`src/rtl/cyp_ep6_tx.sv`:
```
// cyp_ep6_tx: EP6 IN write path for the FX2 slave FIFO, cyp_clk domain.
// Pops 16-bit words from the read-back async FIFO (non-FWFT, data one cycle
// after fifo_ren) and strobes each into the FX2 with usb_slwr.
// Optional feature macro: CYP_TX_PKTEND_EN enables the idle timeout and the
// PKTEND state that commits short packets. Without it, usb_pktend is tied
// high and only full packets are counted.
//
// Handshake: a word is committed to the FX2 in a WRITE cycle only when
// usb_flagc=1 (not full); while usb_flagc=0 the word stays on usb_fd_o with
// usb_slwr high. fifo_ren is a single-cycle pop, issued only after
// fifo_rempty was seen low.
module cyp_ep6_tx #(
  parameter int unsigned PKT_WORDS    = 256,
  parameter int unsigned IDLE_TIMEOUT = 1024
) (
  input  logic        cyp_clk,
  input  logic        rst_n,
  input  logic        tx_en,
  input  logic [15:0] fifo_rdata,
  input  logic        fifo_rempty,
  output logic        fifo_ren,
  input  logic        usb_flagc,
  output logic [1:0]  usb_fifoaddr,
  output logic        usb_slwr,
  output logic        usb_pktend,
  output logic [15:0] usb_fd_o,
  output logic        usb_fd_oe,
  output logic        tx_busy,
  output logic [15:0] pkt_cnt
);

  if (PKT_WORDS < 2 || PKT_WORDS > 65535 || IDLE_TIMEOUT < 1 || IDLE_TIMEOUT > 65535) begin : g_bad_param
    $error("cyp_ep6_tx: PKT_WORDS or IDLE_TIMEOUT out of range");
  end

  typedef enum logic [2:0] {
    IDLE   = 3'd0,
    FETCH  = 3'd1,
    LOAD   = 3'd2,
    WRITE  = 3'd3,
    PKTEND = 3'd4
  } state_t;

  localparam logic [15:0] LAST_WORD = 16'(PKT_WORDS - 1);

  state_t      state;
  logic [15:0] data_q;
  logic [15:0] word_cnt;
  logic        go;
  logic        expire;

  // A new word may be started when granted, data is waiting and EP6 has room.
  assign go = tx_en & ~fifo_rempty & usb_flagc;

`ifdef CYP_TX_PKTEND_EN
  localparam logic [15:0] TIMEOUT_LAST = 16'(IDLE_TIMEOUT - 1);
  logic [15:0] idle_cnt;

  // Expiry only counts with a partial packet pending and the bus granted.
  assign expire = (idle_cnt == TIMEOUT_LAST) & (word_cnt != 16'd0) & tx_en;

  // Idle timer: runs in IDLE with a partial packet, holds while tx_en=0,
  // clears on leaving IDLE (go or expiry) and whenever no words are pending.
  always_ff @(posedge cyp_clk or negedge rst_n) begin
    if (!rst_n) begin
      idle_cnt <= 16'd0;
    end else if (state != IDLE || word_cnt == 16'd0 || go || expire) begin
      idle_cnt <= 16'd0;
    end else if (tx_en) begin
      idle_cnt <= idle_cnt + 16'd1;
    end
  end
`else
  assign expire = 1'b0;
`endif

  // Main FSM: sequencing, data capture and word/packet accounting.
  always_ff @(posedge cyp_clk or negedge rst_n) begin
    if (!rst_n) begin
      state    <= IDLE;
      data_q   <= 16'd0;
      word_cnt <= 16'd0;
      pkt_cnt  <= 16'd0;
    end else begin
      case (state)
        IDLE: begin
          if (go)          state <= FETCH;
          else if (expire) state <= PKTEND;
        end
        FETCH: state <= LOAD;
        LOAD: begin
          data_q <= fifo_rdata;
          state  <= WRITE;
        end
        WRITE: begin
          if (usb_flagc) begin
            // The FX2 auto-commits a full packet; only the counters move.
            if (word_cnt == LAST_WORD) begin
              word_cnt <= 16'd0;
              pkt_cnt  <= pkt_cnt + 16'd1;
            end else begin
              word_cnt <= word_cnt + 16'd1;
            end
            state <= go ? FETCH : IDLE;
          end
        end
        PKTEND: begin
`ifdef CYP_TX_PKTEND_EN
          if (usb_flagc) begin
            word_cnt <= 16'd0;
            pkt_cnt  <= pkt_cnt + 16'd1;
            state    <= IDLE;
          end
`else
          state <= IDLE;
`endif
        end
        default: state <= IDLE;
      endcase
    end
  end

  // Bus strobes decoded from the state register and the EP6 full flag.
  always_comb begin
    fifo_ren  = (state == FETCH);
    usb_slwr  = ~((state == WRITE) & usb_flagc);
    usb_fd_oe = (state == WRITE);
    tx_busy   = (state != IDLE);
`ifdef CYP_TX_PKTEND_EN
    usb_pktend = ~((state == PKTEND) & usb_flagc);
`else
    usb_pktend = 1'b1;
`endif
  end

  assign usb_fd_o     = data_q;
  assign usb_fifoaddr = 2'b10;

endmodule

```
`config.mk`:
```
export PLATFORM = sky130hd
export DESIGN_NAME = cyp_ep6_tx
export DESIGN_NICKNAME = d
export VERILOG_FILES = /design/src/rtl/cyp_ep6_tx.sv
export SDC_FILE = /design/constraint.sdc
export NUM_CORES = 1
export LEC_CHECK = 0
export ABC_AREA = 1
export CORE_AREA = 2 2 99 101
export CTS_BUF_LIST = sky130_fd_sc_hd__clkbuf_4
export CTS_CLUSTER_SIZE = 12
export DETAILED_ROUTE_END_ITERATION = 6
export DIE_AREA = 0 0 101 103
export PLACE_DENSITY = 0.48
export SYNTH_ARGS = -nofsm -noshare
export SYNTH_HDL_FRONTEND = slang
export SYNTH_SLANG_ARGS = --single-unit
```
`constraint.sdc`:
```
create_clock -name cyp_clk -period 4.62 [get_ports cyp_clk]
set_input_delay 0.924 -clock cyp_clk [delete_from_list [all_inputs] [get_ports cyp_clk]]
set_output_delay 0.924 -clock cyp_clk [all_outputs]
set_load 0.02 [all_outputs]
```
### Word-level counts from Yosys, hierarchy flattened

Cells that the tools add are included.

* input bits: 21
* flip-flop bits (word level): 51

* muxes and demuxes: 5
* $add $sub $neg: 2
* equality and inequality tests: 6
* bitwise logic cells: 5
* reductions and logical operators: 5

Operators with widths (number)
* adder 16 x 1 -> 16 bit, second input constant: 2
* equality test 16 x 8 -> 1 bit, second input constant: 1
* two-way mux 16 bit: 1
* case mux 3 bit (4 select lines): 1
* equality test 3 x 2 -> 1 bit, second input constant: 2
* two-way mux 3 bit: 2
* != test 2 bit, second input constant: 2
* AND reduction 2 bit: 2
* bitwise AND 1 bit: 3
* equality test 3 x 1 -> 1 bit, second input constant: 1
* logical NOT 3 bit: 1
* AND reduction 3 bit: 1
* nonzero test 3 bit: 1
* inverter 1 bit: 2
* two-way mux 1 bit: 1

### Depth between registers and ports, before layout

Gate-level depths: netlist of the first run.

* depth in word-level cells: 6
* gate-level depth with buffers: 9
* gate-level depth less buffers: 9

### Worst setup path after synthesis of the first run

OpenSTA, ideal clock, no wires.

* path kind: input-to-output
* start point: input usb_flagc
* end point: output usb_slwr
* data arrival time: 1054 ps
* path buffers: 0
* setup slack: 2642 ps
* stages: 1
* data required time: 3696 ps
* path through: nand2_4

* cells in the longest elaborated chain, start to end: 2

RTL lines
* from (decl): line 22 `input logic usb_flagc,`
* bitwise AND 1 bit: line 126 `usb_slwr = ~((state == WRITE) & usb_flagc);`
* inverter 1 bit: line 126
* to (decl): line 24 `output logic usb_slwr,`

Every way passes these cells.

### Worst setup path after layout of the first run

Ends and elaborated chain as after synthesis.

==> flow_metrics.env, run 1 <==
export IMPL_status="completed"
export IMPL_yosysTopAreaCell="dfrtp_1"
export IMPL_synth_area_per_cell_um2=8.308
export IMPL_drive_above_1_share=0.08777
export IMPL_peakVddDrop_mv=0.1616
export IMPL_seqPwrFrac=0.428
export IMPL_dp_hpwl_um=4207
export IMPL_worstPathRequired_ps=3700
export IMPL_antenna_found_initial=0
export IMPL_synthTopCellsByArea="dfrtp_1 (48%), nand2_1 (15%), mux2_2 (6.8%)"
export IMPL_wl_per_cell_um=11.45
export IMPL_relSlewSlack=0.4902
export IMPL_arrival_ps=2200
export IMPL_gp_congestion=0.7872
export IMPL_ctsResizeCount=0
export IMPL_hp_class="register to register"
export IMPL_numCtsBuffers=5
export IMPL_die_area_mm2=0.01040
export IMPL_synth_ff_type="dfrtp_1"
export IMPL_yosysWarnings=0
export IMPL_drv_cap=0
export IMPL_diodes=0
export IMPL_grt_pass1_vias=2079
export IMPL_p_leak_nw=1.597
export IMPL_synth_seq_cells=50
export IMPL_ioPinCount=60
export IMPL_fin_total_pwr_mw=1.383
export IMPL_setup_viol=0
export IMPL_critical_path_max_fanout=10
export IMPL_cts_root_buf="clkbuf_4"
export IMPL_drcViolationCount=0
export IMPL_postRouteAntennaNets=0
export IMPL_ys_types=28
export IMPL_initial_core_util=0.2784
export IMPL_ys_seq_area_frac=0.4751
export IMPL_wirelength_um=5612
export IMPL_num_vias=2108
export IMPL_slew_violations=0
export IMPL_grt_overflow=0
export IMPL_cts_sinks=50
export IMPL_synth_async_reset_ratio=1.000
export IMPL_swShare=0.3560
export IMPL_coreArea_mm2=0.009459
export IMPL_synth_edf_count=0
export IMPL_p_clk_frac=0.162
export IMPL_holdBufCountCts=0
export IMPL_grt_max_degree=51
export IMPL_cts_max_level=2
export IMPL_area_growth_syn_to_layout_pct=27.60
export IMPL_fin_crit_sh=0.6753
export IMPL_yosysTopAreaCellShare=0.4751
export IMPL_tightest_slew_ps=764.7
export IMPL_die_h_um=103
export IMPL_fmax_mhz=320.5
export IMPL_synthMostInstantiatedCell="nand2_1"
export IMPL_row_count=36
export IMPL_cts_tree="done"
export IMPL_path_clk_slew_ps=150
export IMPL_hold_violations=0
export IMPL_pwr_share_comb=0.410
export IMPL_critical_path_class="primary input to primary output"
export IMPL_portBuffers=56
export IMPL_setup_slack_ps=1500
export IMPL_p_per_area_mw_per_mm2=411.6
export IMPL_clk_path_buf_depth=2
export IMPL_min_period_ps=3120
export IMPL_clock_skew_ps=18.51
export IMPL_power_switching_mw=0.4924
export IMPL_first_pass_iters=4
export IMPL_intPower_mw=0.8908
export IMPL_fp_dieW_um=101
export IMPL_post_cts_setup_buffers=0
export IMPL_synth_common_cells="nand2_1 (104), dfrtp_1 (50), inv_1 (35), nor2_1 (34), nand3_1 (19)"
export IMPL_grt_pass1_wl_um=9846
export IMPL_start_kind="primary input"
export IMPL_drtIter0Drc=58
export IMPL_endpoint_kind="primary output"
export IMPL_syn_inst=317
export IMPL_grt_setup_unrepaired="false"
export IMPL_clk_latency_ps=390
export IMPL_tns_ps=0
export IMPL_pre_cts_slack_ps=1503
export IMPL_syn_cell_area_mm2=0.002634
export IMPL_nNetsFinal=402
export IMPL_avgViaCountPerCell=4.302
export IMPL_grt_use_total=0.1185
==> registers in the layout, indices dropped and copies added (netlist names) <==
| name | count |
|---|---|
| usb_fd_o | 16 |
| state | 2 |
| pkt_cnt | 16 |
| word_cnt | 16 |
==> metal layers <==
metal	vias to the layer above	wire [um]	global-route usage
met2	25	2664	0.2072
li1	1101	-	-
met1	975	2695	0.1473
met4	0	72	0.03742
met3	7	179	0.02441
met5	-	0	0
==> metrics by stage <==
| stage | hold slack, ps | cell area [um^2] | utilization | std cells |
|---|---|---|---|---|
| after floorplan | 462.6 | 2638 | - | 318 |
| after global placement | 476.6 | 3294 | 0.3483 | 482 |
| after detailed placement | 489.0 | 3294 | 0.3483 | 482 |
| after CTS | 520.1 | 3361 | 0.3553 | 490 |
| after global routing | 546.8 | 3361 | 0.3553 | 490 |
| final | 510.5 | 3361 | 0.3553 | 490 |
==> path summary, 6_finish.rpt <==
check                       startpoint      endpoint  slack [ps]  depth (start not counted)
hold / removal             pkt_cnt[15]   pkt_cnt[15]         510                          2
max in group asynchronous        rst_n  usb_fd_o[13]        3560                          2
setup reg to reg              state[0]    pkt_cnt[7]        2820                          7
setup / recovery             usb_flagc      usb_slwr        1500                          3
min in group asynchronous        rst_n   word_cnt[3]         630                          2
hold reg to reg            pkt_cnt[15]   pkt_cnt[15]         510                          2
==> placed cells by master (no fill, tap or decap), types with 2 or more instances in the layout <==
| cell | Yosys | layout |
|---|---|---|
| mux2_2 | 16 | 16 |
| o21ai_1 | 4 | 4 |
| nor3_1 | 3 | 3 |
| conb_1 | 2 | 3 |
| nand2_4 | 2 | 2 |
| xor2_1 | 4 | 4 |
| clkinv_1 | 2 | 2 |
| nand4_1 | 2 | 2 |
| nand2_1 | 104 | 104 |
| clkbuf_4 | 0 | 5 |
| clkdlybuf4s50_1 | 0 | 55 |
| nand3_1 | 19 | 19 |
| nand3b_1 | 6 | 6 |
| o21ai_0 | 4 | 4 |
| inv_1 | 35 | 35 |
| clkinv_4 | 0 | 2 |
| xnor2_1 | 8 | 8 |
| ha_1 | 6 | 6 |
| o21bai_1 | 2 | 2 |
| dfrtp_1 | 50 | 50 |
| nor2_1 | 34 | 34 |
==> power groups by stage <==
stage                     Combinational [mW]  Sequential, mW  Clock, mW
after floorplan                        0.244           0.688          0
after global placement                 0.573           0.599          0
after detailed placement               0.577           0.601          0
after CTS                              0.578           0.592      0.242
after global routing                   0.613           0.608      0.259
final                                  0.568           0.591      0.224
==> area by class of cell <==
type / count / area [um^2]
fill: 999 / 6098
sequential: 50 / 1251
multi-input combinational: 223 / 1195
timing repair buffer: 57 / 563.0
inverter: 38 / 142.6
tap: 114 / 142.6
clock buffer: 5 / 37.54
clock inverter: 3 / 28.78
==> kinds of logic (layout without fill, tap and decap cells) <==
group | after synthesis | after routing | synth area share
simple gates | 174 | 174 | 0.2869
fa+ha+maj | 6 | 6 | 0.02850
flops | 50 | 50 | 0.4751
compound gates | 12 | 12 | 0.02565
xor+xnor | 12 | 12 | 0.03990
other cells | 2 | 3 | 0.002851
mux | 16 | 16 | 0.06841
buf+inv | 45 | 103 | 0.07268
==> worst max-delay path, cell delays in order <==
cell             delay, ps
clkdlybuf4s50_1        460
nand2_4                170
clkdlybuf4s50_1        630
No activity file was read; power rests on OpenSTA's default activity.
==> run 2, diff against run 1 <==
==> constraint.sdc (replaced) <==
create_clock -name cyp_clk -period 3 [get_ports cyp_clk]
set_input_delay 0.6 -clock cyp_clk [delete_from_list [all_inputs] [get_ports cyp_clk]]
set_output_delay 0.6 -clock cyp_clk [all_outputs]
set_load 0.02 [all_outputs]
==> run 2 against run 1 <==
Effect of this change:
- combinational power grew 53%
- non-clock buffer count is the same
- worst hold slack lost 310 ps
- clock power grew 56%
- sequential cell count is the same
- global-route usage shrank 0.40 points
- final cell count is the same
- sequential share of layout area shrank 0.11 points
- worst setup slack lost 970 ps
- critical path depth is the same
- largest power group unchanged
==> flow_metrics.env, run 2 (synthesis gave the netlist of run 1 again) <==
export IMPL_ioPinCount=60
export IMPL_relSlewSlack=0.5094
export IMPL_wl_per_cell_um=11.17
export IMPL_fp_dieW_um=101
export IMPL_start_kind="primary input"
export IMPL_clk_path_buf_depth=2
export IMPL_grt_pass1_vias=1961
export IMPL_layout_common_cells="nand2_1 (104), clkdlybuf4s50_1 (55), dfrtp_1 (50), inv_1 (35), nor2_1 (34)"
export IMPL_peakVddDrop_mv=0.3104
export IMPL_grt_use_total=0.1145
export IMPL_cpMaxStageDelayCell="clkdlybuf4s50_1"
export IMPL_drive_above_1_share=0.08777
export IMPL_arrival_ps=1870
export IMPL_num_vias=2043
export IMPL_r2r_slack_ps=1220
export IMPL_layout_commonest_cell="nand2_1"
export IMPL_diodes=0
export IMPL_gp_congestion=0.7695
export IMPL_tightest_slew_ps=735.9
export IMPL_critical_path_max_fanout=10
export IMPL_hold_violations=0
export IMPL_dpl_cell_count=482
export IMPL_postRouteAntennaNets=0
export IMPL_p_per_area_mw_per_mm2=632.6
export IMPL_min_period_ps=2470
export IMPL_final_util=0.3563
export IMPL_numCtsBuffers=5
export IMPL_path_clk_slew_ps=180
export IMPL_drcViolationCount=0
export IMPL_drtIter0Drc=77
export IMPL_slew_violations=0
export IMPL_clk_latency_ps=380
export IMPL_p_leak_nw=1.600
export IMPL_antenna_found_initial=0
export IMPL_coreArea_mm2=0.009459
export IMPL_die_area_mm2=0.01040
export IMPL_setup_viol=0
export IMPL_cts_root_buf="clkbuf_4"
export IMPL_fin_total_pwr_mw=2.132
export IMPL_grt_setup_unrepaired="false"
export IMPL_holdBufCountCts=0
export IMPL_fin_crit_sh=0.8233
export IMPL_crit_top_cell="clkdlybuf4s50_1"
export IMPL_avgViaCountPerCell=4.169
export IMPL_clock_skew_ps=21.23
export IMPL_first_pass_iters=4
export IMPL_tns_ps=0
export IMPL_pre_cts_slack_ps=538.0
export IMPL_setup_slack_ps=530.0
export IMPL_drv_cap=0
export IMPL_row_count=36
export IMPL_cts_max_level=2
export IMPL_hp_class="primary input to asynchronous set/reset pin"
export IMPL_initial_core_util=0.2784
export IMPL_wirelength_um=5475
export IMPL_ctsResizeCount=0
export IMPL_worstPathRequired_ps=2400
export IMPL_endpoint_kind="primary output"
export IMPL_cts_tree="done"
export IMPL_dp_hpwl_um=4225
export IMPL_grt_pass1_wl_um=9404
export IMPL_portBuffers=56
export IMPL_status="completed"
export IMPL_die_h_um=103
export IMPL_fmax_mhz=404.9
export IMPL_grt_max_degree=28
export IMPL_post_cts_setup_buffers=0
export IMPL_grt_overflow=0
export IMPL_critical_path_class="primary input to primary output"
export IMPL_area_growth_syn_to_layout_pct=27.98
export IMPL_finalNonFillerCells=490
export IMPL_critical_path_max_stage_delay_ps=630
export IMPL_crit_chain="clkdlybuf4s50_1 -> nand2_4 -> clkdlybuf4s50_1"
export IMPL_nNetsFinal=402
export IMPL_cts_sinks=50
==> run 2: cell types whose count changed in the layout (fill, tap and decap cells not counted), sizes merged <==
cell,delta
inv,+1
clkinv,-1
==> run 2: worst paths after layout <==
kind,from,end,cells after the start
setup / recovery,usb_flagc,usb_slwr,3
hold / removal,rst_n,usb_fd_o[11],1
max in group asynchronous,rst_n,word_cnt[4],2
min in group cyp_clk,pkt_cnt[15],pkt_cnt[15],2
setup reg to reg,state[0],pkt_cnt[8],7
hold reg to reg,pkt_cnt[15],pkt_cnt[15],2
==> run 2: worst max-delay path, delay by kind of cell <==
family                 cells  cell delay [ps]
and+or+nand+nor            1              170
buffers and inverters      2             1090
==> run 2: metal layers <==
metal / vias to the layer above / routed length (um) / track usage
met1: 930 / 2662 / 0.1452
met4: 0 / 41 / 0.02807
li1: 1092 / - / -
met5: - / 0 / 0
met3: 2 / 140 / 0.02237
met2: 19 / 2631 / 0.2015
==> run 2: through the flow <==
stage | hold slack, ps | area (um^2)
floorplan | 304.4 | 2638
global placement | 473.1 | 3307
detailed placement | 478.9 | 3307
CTS | 204.9 | 3371
global route | 222.4 | 3371
finish | 200.2 | 3371
==> run 2: final cells by class <==
class / count / area, um^2
clock buffer: 5 / 37.54
clock inverter: 3 / 26.28
timing repair buffer: 57 / 575.6
multi-input combinational: 223 / 1195
inverter: 38 / 142.6
sequential: 50 / 1251
fill: 1007 / 6088
tap: 114 / 142.6
==> run 2: power by group <==
part | internal, mW | leakage, nW | total, mW | switching [mW]
sequential | 0.826 | 0.615 | 0.913 | 0.0877
clock | 0.0998 | 0.0362 | 0.349 | 0.250
combinational | 0.446 | 0.949 | 0.869 | 0.423
